===== config.mk =====
export PLATFORM = sky130hd
export DESIGN_NAME = apb_master_arbiter
export DESIGN_NICKNAME = d
export VERILOG_FILES = /design/src/rtl/apb_ctrl_pkg.sv /design/src/rtl/apb_rr_arbiter.sv /design/src/rtl/apb_master_arbiter.sv
export SDC_FILE = /design/constraint.sdc
export NUM_CORES = 1
export LEC_CHECK = 0
export BUFFER_PORTS_ARGS = -buffer_cell sky130_fd_sc_hd__buf_2
export CAP_MARGIN = 20
export CELL_PAD_IN_SITES_DETAIL_PLACEMENT = 1
export CELL_PAD_IN_SITES_GLOBAL_PLACEMENT = 1
export CORE_AREA = 3 3 157 159
export CTS_CLUSTER_DIAMETER = 50
export DETAILED_ROUTE_END_ITERATION = 7
export DIE_AREA = 0 0 160 162
export GPL_ROUTABILITY_DRIVEN = 1
export PLACE_DENSITY_LB_ADDON = 0.1
export SLEW_MARGIN = 20
export SYNTH_ARGS = -nofsm -noshare
export SYNTH_HDL_FRONTEND = slang
export SYNTH_SLANG_ARGS = --single-unit

===== constraint.sdc =====
create_clock -name clock -period 2.9 [get_ports clock]
set_clock_uncertainty 0.15 [all_clocks]
set_input_delay 0.29 -clock clock [delete_from_list [all_inputs] [get_ports clock]]
set_output_delay 0.29 -clock clock [all_outputs]
set_load 0.02 [all_outputs]

===== src/rtl/apb_ctrl_pkg.sv =====
// apb_ctrl_pkg: FSM state encoding and slave address map shared by the APB master
package apb_ctrl_pkg;

   typedef enum logic [1:0] {IDLE, SETUP, ACCESS, ERR} apb_state_e;

   localparam int NUM_SLV = 4;
   localparam logic [31:0] SLV_BASE [NUM_SLV] = '{32'h8000_0000, 32'h8400_0000, 32'h8800_0000, 32'h8C00_0000};
   localparam logic [31:0] SLV_LIMIT [NUM_SLV] = '{32'h83FF_FFFF, 32'h87FF_FFFF, 32'h8BFF_FFFF, 32'h8FFF_FFFF};

   function automatic logic [NUM_SLV-1:0] decode_psel(input logic [31:0] addr);
      logic [NUM_SLV-1:0] psel;
      for (int i = 0; i < NUM_SLV; i++) psel[i] = (addr >= SLV_BASE[i]) && (addr <= SLV_LIMIT[i]);
      return psel;
   endfunction

endpackage


===== src/rtl/apb_rr_arbiter.sv =====
// apb_rr_arbiter: round-robin grant to the first valid requester at or after the pointer
module apb_rr_arbiter #(
   parameter int NUM_REQ = 4
) (
   input  logic                       clock,
   input  logic                       reset,
   input  logic [NUM_REQ-1:0]         req_valid,
   input  logic                       enable,
   output logic [NUM_REQ-1:0]         grant,
   output logic [$clog2(NUM_REQ)-1:0] grant_idx
);

   localparam int IW = $clog2(NUM_REQ);

   logic [IW-1:0] r_ptr;
   logic [IW-1:0] w_cand;
   logic          w_any;

   // Scan downwards so the candidate closest to the pointer wins last
   always_comb begin
      grant_idx = r_ptr;
      w_cand = '0;
      for (int k = NUM_REQ - 1; k >= 0; k--) begin
         w_cand = IW'((int'(r_ptr) + k) % NUM_REQ);
         if (req_valid[w_cand]) grant_idx = w_cand;
      end
   end

   assign w_any = enable && (req_valid != '0);
   assign grant = w_any ? ({{(NUM_REQ-1){1'b0}}, 1'b1} << grant_idx) : '0;

   always_ff @(posedge clock) begin
      if (reset) r_ptr <= '0;
      else if (w_any) r_ptr <= (grant_idx == IW'(NUM_REQ - 1)) ? '0 : grant_idx + 1'b1;
   end

endmodule


===== src/rtl/apb_master_arbiter.sv =====
// apb_master_arbiter: shares one APB bus among NUM_REQ requesters with round-robin arbitration
module apb_master_arbiter
   import apb_ctrl_pkg::*;
#(
   parameter int NUM_REQ = 4,
   parameter int ADDR_W  = 32,
   parameter int DATA_W  = 32
) (
   input  logic                      clock,
   input  logic                      reset,
   input  logic [NUM_REQ-1:0]        req_valid,
   output logic [NUM_REQ-1:0]        req_ready,
   input  logic [NUM_REQ-1:0]        req_write,
   input  logic [NUM_REQ*ADDR_W-1:0] req_addr,
   input  logic [NUM_REQ*DATA_W-1:0] req_wdata,
   output logic [NUM_REQ-1:0]        rsp_valid,
   output logic                      rsp_err,
   output logic [DATA_W-1:0]         rsp_rdata,
   output logic [3:0]                Pselx,
   output logic                      Penable,
   output logic                      Pwrite,
   output logic [ADDR_W-1:0]         Paddr,
   output logic [DATA_W-1:0]         Pwdata,
   input  logic [DATA_W-1:0]         Prdata
);

   localparam int IW = $clog2(NUM_REQ);
   localparam logic [NUM_REQ-1:0] ONE = {{(NUM_REQ-1){1'b0}}, 1'b1};

   apb_state_e          r_state;
   logic [IW-1:0]       r_idx;
   logic [3:0]          r_psel;
   logic                r_penable;
   logic                r_pwrite;
   logic [ADDR_W-1:0]   r_paddr;
   logic [DATA_W-1:0]   r_pwdata;
   logic [NUM_REQ-1:0]  r_rsp_valid;
   logic                r_rsp_err;
   logic [DATA_W-1:0]   r_rsp_rdata;
   logic [NUM_REQ-1:0]  w_gnt;
   logic [IW-1:0]       w_gnt_idx;
   logic                w_gnt_write;
   logic [ADDR_W-1:0]   w_gnt_addr;
   logic [DATA_W-1:0]   w_gnt_wdata;
   logic [3:0]          w_dec;

   apb_rr_arbiter #(.NUM_REQ(NUM_REQ)) u_arb (
      .clock     (clock),
      .reset     (reset),
      .req_valid (req_valid),
      .enable    (!reset && r_state != SETUP),
      .grant     (w_gnt),
      .grant_idx (w_gnt_idx)
   );

   always_comb begin
      w_gnt_write = 1'b0;
      w_gnt_addr = '0;
      w_gnt_wdata = '0;
      for (int i = 0; i < NUM_REQ; i++) begin
         if (w_gnt_idx == IW'(i)) begin
            w_gnt_write = req_write[i];
            w_gnt_addr = req_addr[i*ADDR_W +: ADDR_W];
            w_gnt_wdata = req_wdata[i*DATA_W +: DATA_W];
         end
      end
   end

   assign w_dec = decode_psel(32'(w_gnt_addr));

   // A grant in ACCESS or ERR overlaps the response of the finishing transfer
   always_ff @(posedge clock) begin
      if (reset) begin
         r_state <= IDLE;
         r_idx <= '0;
         r_psel <= '0;
         r_penable <= 1'b0;
         r_pwrite <= 1'b0;
         r_paddr <= '0;
         r_pwdata <= '0;
         r_rsp_valid <= '0;
         r_rsp_err <= 1'b0;
         r_rsp_rdata <= '0;
      end else begin
         r_rsp_valid <= (r_state == ACCESS || r_state == ERR) ? ONE << r_idx : '0;
         r_rsp_err <= r_state == ERR;
         r_rsp_rdata <= (r_state == ACCESS && !r_pwrite) ? Prdata : '0;
         r_penable <= r_state == SETUP;
         if (r_state == SETUP) begin
            r_state <= ACCESS;
         end else if (w_gnt != '0) begin
            r_state <= (w_dec != '0) ? SETUP : ERR;
            r_psel <= w_dec;
            r_idx <= w_gnt_idx;
            r_pwrite <= w_gnt_write;
            r_paddr <= w_gnt_addr;
            r_pwdata <= w_gnt_write ? w_gnt_wdata : '0;
         end else begin
            r_state <= IDLE;
            r_psel <= '0;
         end
      end
   end

   assign req_ready = w_gnt;
   assign rsp_valid = r_rsp_valid;
   assign rsp_err = r_rsp_err;
   assign rsp_rdata = r_rsp_rdata;
   assign Pselx = r_psel;
   assign Penable = r_penable;
   assign Pwrite = r_pwrite;
   assign Paddr = r_paddr;
   assign Pwdata = r_pwdata;

endmodule

==> run_results.csv, run 1 <==
group,metric,value,unit
drt,dr_total_vias,6974,
setup_path,cp_slowest_stage_delay,0.35,ns
cts,cts_buffers,17,
yosys,avgSynthCellArea,8.160,um2
drt,drt_iter0_markers,355,
drt,post-route-drc-count,0,
floorplanning,start_util,0.2354,
setup_path,slowest_stage,"dfxtp_1",
yosys,ys_warn_count,0,
setup_path,crit_fanout,7,
timing,whs,0.01743,ns
yosys,synthArstFlopShare,0,
timing,slew-limit-headroom,0.5747,
layout,mostFrequentLayoutCell,"buf_2",
timing,timing_worst_slew_pin_value,0.6367,ns
setup_path,critPathLaunchType,"flip-flop",
floorplanning,rows,56,
cts,cts_htree_levels,4,
run_status,status,"completed",
placed_design,dp_hpwl,21250,um
run,maxCapViolCount,0,
placed_design,gp_congestion,0.7931,
grt,grt_usage,0.2043,
yosys,synth_top_cell_by_area,"dfxtp_1",
cts,clock_latency,0.41,ns
yosys,ys_seq_elements,113,
timing,period_needed,2.798,ns
power,p_sw_frac,0.4374,
setup_path,path_class,"flip-flop to output pin",
timing,setup_viol,0,
setup_path,r2r_setup_slack,0.16,ns
power,p_sw,4258,uW
yosys,yosysSeqAreaShare,0.4107,
floorplanning,die-area,0.02592,mm2
layout,fin_nets,1438,
drt,drt_wl_total,27570,um
power,powerDensity,1035,mW/mm2
layout,fillers,2947,
layout,drive_gt1_frac,0.4473,
yosys,synth_top_area_frac,0.4107,
timing,setup_ws,0.1025,ns
layout,final_util,0.4017,
setup_path,crit_top_cell,"buf_4",
power,p_leak,0.004322,uW
setup_path,cp.required,2.46,ns
timing,rsz0062_at_grt,"true",
grt,grt_max_degree,45,
drt,ant_nets,0,
hold_path,hp-class,"input port to flip-flop",
yosys,yosys.cell_types.count,45,
drt,via_per_inst,4.744,
power,ir_drop,0.0003698,V
cts,cts-root-buf,"clkbuf_16",
cts,cts_tree,"built",
timing,setup_tns,0,ns
power,p_clk_frac,0.208,
grt,grt_overflow,0,
yosys,ys.flop_type,"dfxtp_1",
cts,clk_pin_slew_worst_paths,0.06,ns
placed_design,port_buffers,408,
timing,finalHoldViolations,0,
drt,wl_per_cell,18.75,um
cts,clock_path_buffers,2,
power,power_frac_seq,0.229,
drt,drt-pass1-iter-count,4,
power,internal-power,5476,uW
yosys,synthesis.area,0.005508,mm2
grt,grt_pass1_wl,41170,um
placed_design,pre_cts_ws,-0.09949,ns
floorplanning,die_x,160,um
floorplanning,fp.dieH,162,um
yosys,synth_nets,977,
floorplanning,num_io_pins,409,
floorplanning,coreArea,0.02340,mm2
grt,antenna_found_initial,7,
setup_path,critical_path_arrival,2.36,ns
timing,fmax,357.5,MHz
grt,grt_pass1_vias,7385,
cts,cts_num_sinks,113,
layout,syn_to_final_growth,70.67,%
setup_path,cp_cell_sequence,"inv_1, a22o_1, a211oi_2, buf_4, ha_2, inv_2, nor4_4, buf_4",
timing,min_period_over_period,0.9647,
setup_path,endpoint_kind,"output pin",
yosys,synthCells,675,
power,comb_power_share,0.563,
layout,layout_common_cells,"buf_2 (406), dfxtp_1 (112), a21oi_1 (70), o21ai_0 (53), dlygate4sd3_1 (52)",
yosys,synth_edf_count,0,
timing,maxSlewViolCount,0,
yosys,yosys-top-cells-area,"dfxtp_1 (41%), a21oi_1 (6.4%), a221oi_1 (5.9%), o21ai_0 (5.2%), o32ai_1 (5.1%)",
-- metal layers --
layer / routed length, um / share of wire / track usage
met1: 10430 / 0.38 / 0.2179
met4: 653 / 0.024 / 0.06469
met5: 37 / 0.0013 / 0
met2: 14170 / 0.51 / 0.3791
met3: 2277 / 0.083 / 0.06937
-- registers in the layout, indices dropped and copies added (netlist names), 2 cells and up --
signal and count:
Pselx 4, Paddr 32, r_state 2, Pwdata 32, rsp_rdata 32, rsp_valid 4, u_arb.r_ptr 2, r_idx 2
-- layout make-up --
class                           count  area, um2  area share
Antenna cell                        2      5.005   0.0005324
Clock buffer                       17      425.4     0.04525
Clock inverter                     15      148.9     0.01584
Inverter                           43      162.7     0.01730
Multi-Input combinational cell    453       2889      0.3073
Sequential cell                   113       2263      0.2408
Tap cell                          319      399.1     0.04246
Timing Repair Buffer              508       3107      0.3305
-- kinds of logic after synthesis --
kind of cell | count (synthesis) | synth area share
flops | 113 | 0.4107
fa+ha+maj | 4 | 0.009087
compound gates | 272 | 0.3308
simple gates | 177 | 0.1627
buf+inv | 109 | 0.08678
-- power groups by stage --
| stage | registers (uW) | clock network (uW) | logic, uW |
|---|---|---|---|
| final | 2230 | 2020 | 5480 |
| after detailed placement | 2260 | 0 | 5140 |
| after CTS | 2230 | 2110 | 5330 |
| after global routing | 2290 | 2180 | 6060 |
| after floorplan | 2720 | 0 | 2760 |
| after global placement | 2240 | 0 | 5120 |
-- path summary, 6_finish.rpt --
| check | to | cells after the start | from |
|---|---|---|---|
| worst max-delay path | req_ready[3] | 8 | u_arb.r_ptr[0] |
| worst min register to register | Paddr[27] | 2 | Paddr[27] |
| worst max register to register | Pwdata[19] | 13 | u_arb.r_ptr[0] |
| worst min-delay path | Paddr[17] | 3 | req_addr[113] |
-- synthesized netlist by cell type, types with 2 or more instances --
| cell type | count |
|---|---|
| dfxtp_1 | 113 |
| a21oi_1 | 70 |
| o21ai_0 | 57 |
| nand2_1 | 43 |
| inv_1 | 41 |
| a221oi_1 | 37 |
| nor2_1 | 37 |
| nor3_1 | 37 |
| and2_1 | 36 |
| clkbuf_1 | 33 |
| o32ai_1 | 32 |
| o211ai_1 | 29 |
| a22oi_1 | 28 |
| buf_2 | 16 |
| buf_1 | 10 |
| buf_6 | 6 |
| nand2b_1 | 5 |
| o22ai_1 | 5 |
| a32o_1 | 4 |
| ha_1 | 4 |
| nor2b_1 | 3 |
| a211oi_1 | 2 |
| a21o_1 | 2 |
| nor3b_1 | 2 |
| nor4_1 | 2 |
| or2b_1 | 2 |
-- through the flow --
| stage | area [um2] | cells | power [uW] |
|---|---|---|---|
| floorplan | 5514 | 675 | 5479 |
| global placement | 8077 | 1377 | 7368 |
| detailed placement | 8077 | 1377 | 7391 |
| CTS | 9238 | 1462 | 9670 |
| global route | 9400 | 1470 | 10530 |
| finish | 9400 | 1470 | 9734 |
-- critical path, delay by kind of cell, from the launching register on --
family / cells / cell delay (ns)
and+or+nand+nor: 1 / 0.31
adders and majority gates: 1 / 0.25
AOI/OAI and AO/OA: 2 / 0.48
buffers and inverters: 4 / 0.57
DFF: 1 / 0.35
-- repair_timing --
action | in CTS | in global routing
gates cloned | 1 | 1
setup endpoints to repair | 7 | 70
hold buffers | 52 | 0
hold endpoints to repair | 52 | 0
pin swaps | 0 | 3
buffers inserted | 0 | 5
gates resized for setup | 7 | 22
(Power assumes the default switching activity.)
==> inputs of run 2 (changes only) <==
==> constraint.sdc (replaced) <==
create_clock -name clock -period 2.4 [get_ports clock]
set_clock_uncertainty 0.15 [all_clocks]
set_input_delay 0.24 -clock clock [delete_from_list [all_inputs] [get_ports clock]]
set_output_delay 0.24 -clock clock [all_outputs]
set_load 0.02 [all_outputs]
==> run 2 against run 1 <==
Effect of this change: the flow now finishes with violations (setup timing); first-iteration DRC count decreased by 32%; sequential share of layout area decreased by 3.3 points; count of clock-buffer cells in the layout increased by 2; global-route usage increased by 1.2 points; critical path depth increased by 3; power increased by 42%; cell count increased by 4.6%; sequential power increased by 23%; register-to-register slack got worse by 0.42 ns; setup slack got worse by 0.36 ns; critical endpoint is now Pselx[1].
==> run_results.csv, run 2 (synthesis gave the netlist of run 1 again) <==
group,metric,value,unit
run_status,status,"finished with violations",
run_status,violations,"setup timing",
grt,grt_max_degree,53,
placed_design,place_area,0.008357,mm2
cts,clock_latency,0.40,ns
layout,drive_gt1_frac,0.5313,
timing,timing_worst_slew_pin_value,0.6602,ns
placed_design,port_buffers,408,
power,comb_power_share,0.631,
timing,fmax,375.8,MHz
grt,antenna_found_initial,6,
timing,min_period_over_period,1.109,
layout,fin_nets,1505,
timing,finalHoldViolations,0,
setup_path,crit_top_cell,"inv_2",
drt,drt-pass1-iter-count,4,
hold_path,hp-class,"input port to flip-flop",
cts,clk_pin_slew_worst_paths,0.06,ns
cts,cts_htree_levels,4,
power,p_sw_frac,0.4327,
layout,layout_common_cells,"buf_2 (404), dfxtp_1 (111), dlygate4sd3_1 (83), a21oi_1 (57), buf_4 (48)",
drt,post-route-drc-count,0,
timing,slew-limit-headroom,0.5599,
placed_design,pre_cts_ws,-0.3904,ns
setup_path,cp_cell_sequence,"inv_2, a22o_1, a211oi_2, inv_2, ha_4, buf_4, or2_4, a221o_1, o2111ai_4, nor3_4, a32o_1",
grt,grt_usage,0.2165,
drt,wl_per_cell,19.49,um
layout,layoutNonFillerInstCount,1537,
cts,cts_num_sinks,113,
setup_path,critical_path_arrival,2.81,ns
power,ir_drop,0.0005041,V
power,power_frac_seq,0.198,
cts,cts_tree,"built",
power,internal-power,7852,uW
setup_path,path_delay_family,"compound AO/OA/AOI/OAI gates",
floorplanning,die_x,160,um
drt,dr_total_vias,7330,
cts,cts_buffers,17,
grt,grt_pass1_wl,44230,um
setup_path,cp_slowest_stage_delay,0.35,ns
setup_path,path_class,"flip-flop to flip-flop",
power,total_power,13840,uW
timing,maxSlewViolCount,0,
placed_design,gp_congestion,0.7451,
setup_path,critPathLaunchType,"flip-flop",
floorplanning,fp.dieH,162,um
grt,grt_overflow,0,
drt,via_per_inst,4.769,
power,p_sw,5990,uW
cts,clock_path_buffers,2,
drt,ant_nets,0,
setup_path,endpoint_kind,"flip-flop",
cts,cts-root-buf,"clkbuf_16",
timing,period_needed,2.661,ns
setup_path,crit_fanout,4,
run,maxCapViolCount,0,
floorplanning,die-area,0.02592,mm2
floorplanning,coreArea,0.02340,mm2
layout,mostFrequentLayoutCell,"buf_2",
setup_path,critPathBufInv,3,
power,p_leak,0.004892,uW
placed_design,dp_hpwl,21310,um
timing,setup_ws,-0.2613,ns
timing,setup_viol,76,
floorplanning,rows,56,
floorplanning,num_io_pins,409,
layout,stdcell_area,0.01092,mm2
floorplanning,start_util,0.2354,
timing,setup_tns,-12.65,ns
power,powerDensity,1268,mW/mm2
layout,syn_to_final_growth,98.21,%
setup_path,slowest_stage,"dfxtp_2",
placed_design,placed_cells_incl_taps,1391,
grt,grt_pass1_vias,7840,
drt,drt_iter0_markers,243,
power,p_clk_frac,0.171,
timing,rsz0062_at_grt,"true",
drt,drt_wl_total,29960,um
setup_path,cp.required,2.55,ns
## run 2: path summary, 6_finish.rpt
check,startpoint,end,slack (ns),cells past startpoint
max,u_arb.r_ptr[0],Pselx[1],-0.26,11
min,req_addr[111],Paddr[15],0.01,3
max reg2reg,u_arb.r_ptr[0],Pselx[1],-0.26,11
min reg2reg,Paddr[28],Paddr[28],0.32,2
## run 2: worst register-to-register path, delay by kind of cell, from the launching register on
kind	cells	cell delay (ns)
buffers and inverters	3	0.30
and+or+nand+nor	2	0.37
AOI/OAI and AO/OA	5	1.19
adders and majority gates	1	0.20
DFF	1	0.35
## run 2: final cells by class
| cell class | count | area [um2] |
|---|---|---|
| flip-flops and latches | 113 | 2267 |
| clock inverters | 13 | 111.4 |
| well taps | 319 | 399.1 |
| clock buffers | 19 | 442.9 |
| inverters | 43 | 183.9 |
| multi-input cells | 453 | 3545 |
| diodes | 2 | 5.005 |
| repair buffers | 575 | 3963 |
| fillers | 2826 | 12490 |
## run 2: timing repair
action	4_1_cts	5_1_grt
gates cloned	4	4
setup endpoints to repair	77	77
hold buffers	83	0
setup buffers	17	6
pin swaps	12	29
gates resized for setup	104	73
endpoints found under the hold margin	83	0
## run 2: power groups by stage
stage / logic, uW / registers (uW) / clock network (uW)
2_1_floorplan: 3560 / 3300 / 0
3_3_place_gp: 6620 / 2720 / 0
3_5_place_dp: 6640 / 2730 / 0
4_1_cts: 8060 / 2720 / 2450
5_1_grt: 9440 / 2810 / 2520
6_report: 8730 / 2740 / 2370
## run 2: per-layer routing
| layer | vias to the layer above | track usage | share of wire |
|---|---|---|---|
| met5 | - | 0 | 0.0019 |
| met4 | 10 | 0.05878 | 0.015 |
| met3 | 33 | 0.06197 | 0.067 |
| met2 | 276 | 0.4123 | 0.54 |
| met1 | 3448 | 0.2332 | 0.38 |
| li1 | 3563 | - | - |
## run 2: metrics by stage
step	hold WS [ns]	util
after CTS	0.0007732	0.4481
after global placement	0.2883	0.3571
after floorplan	0.2117	-
after detailed placement	0.2935	0.3571
final	0.01140	0.4665
after global routing	0.02201	0.4664
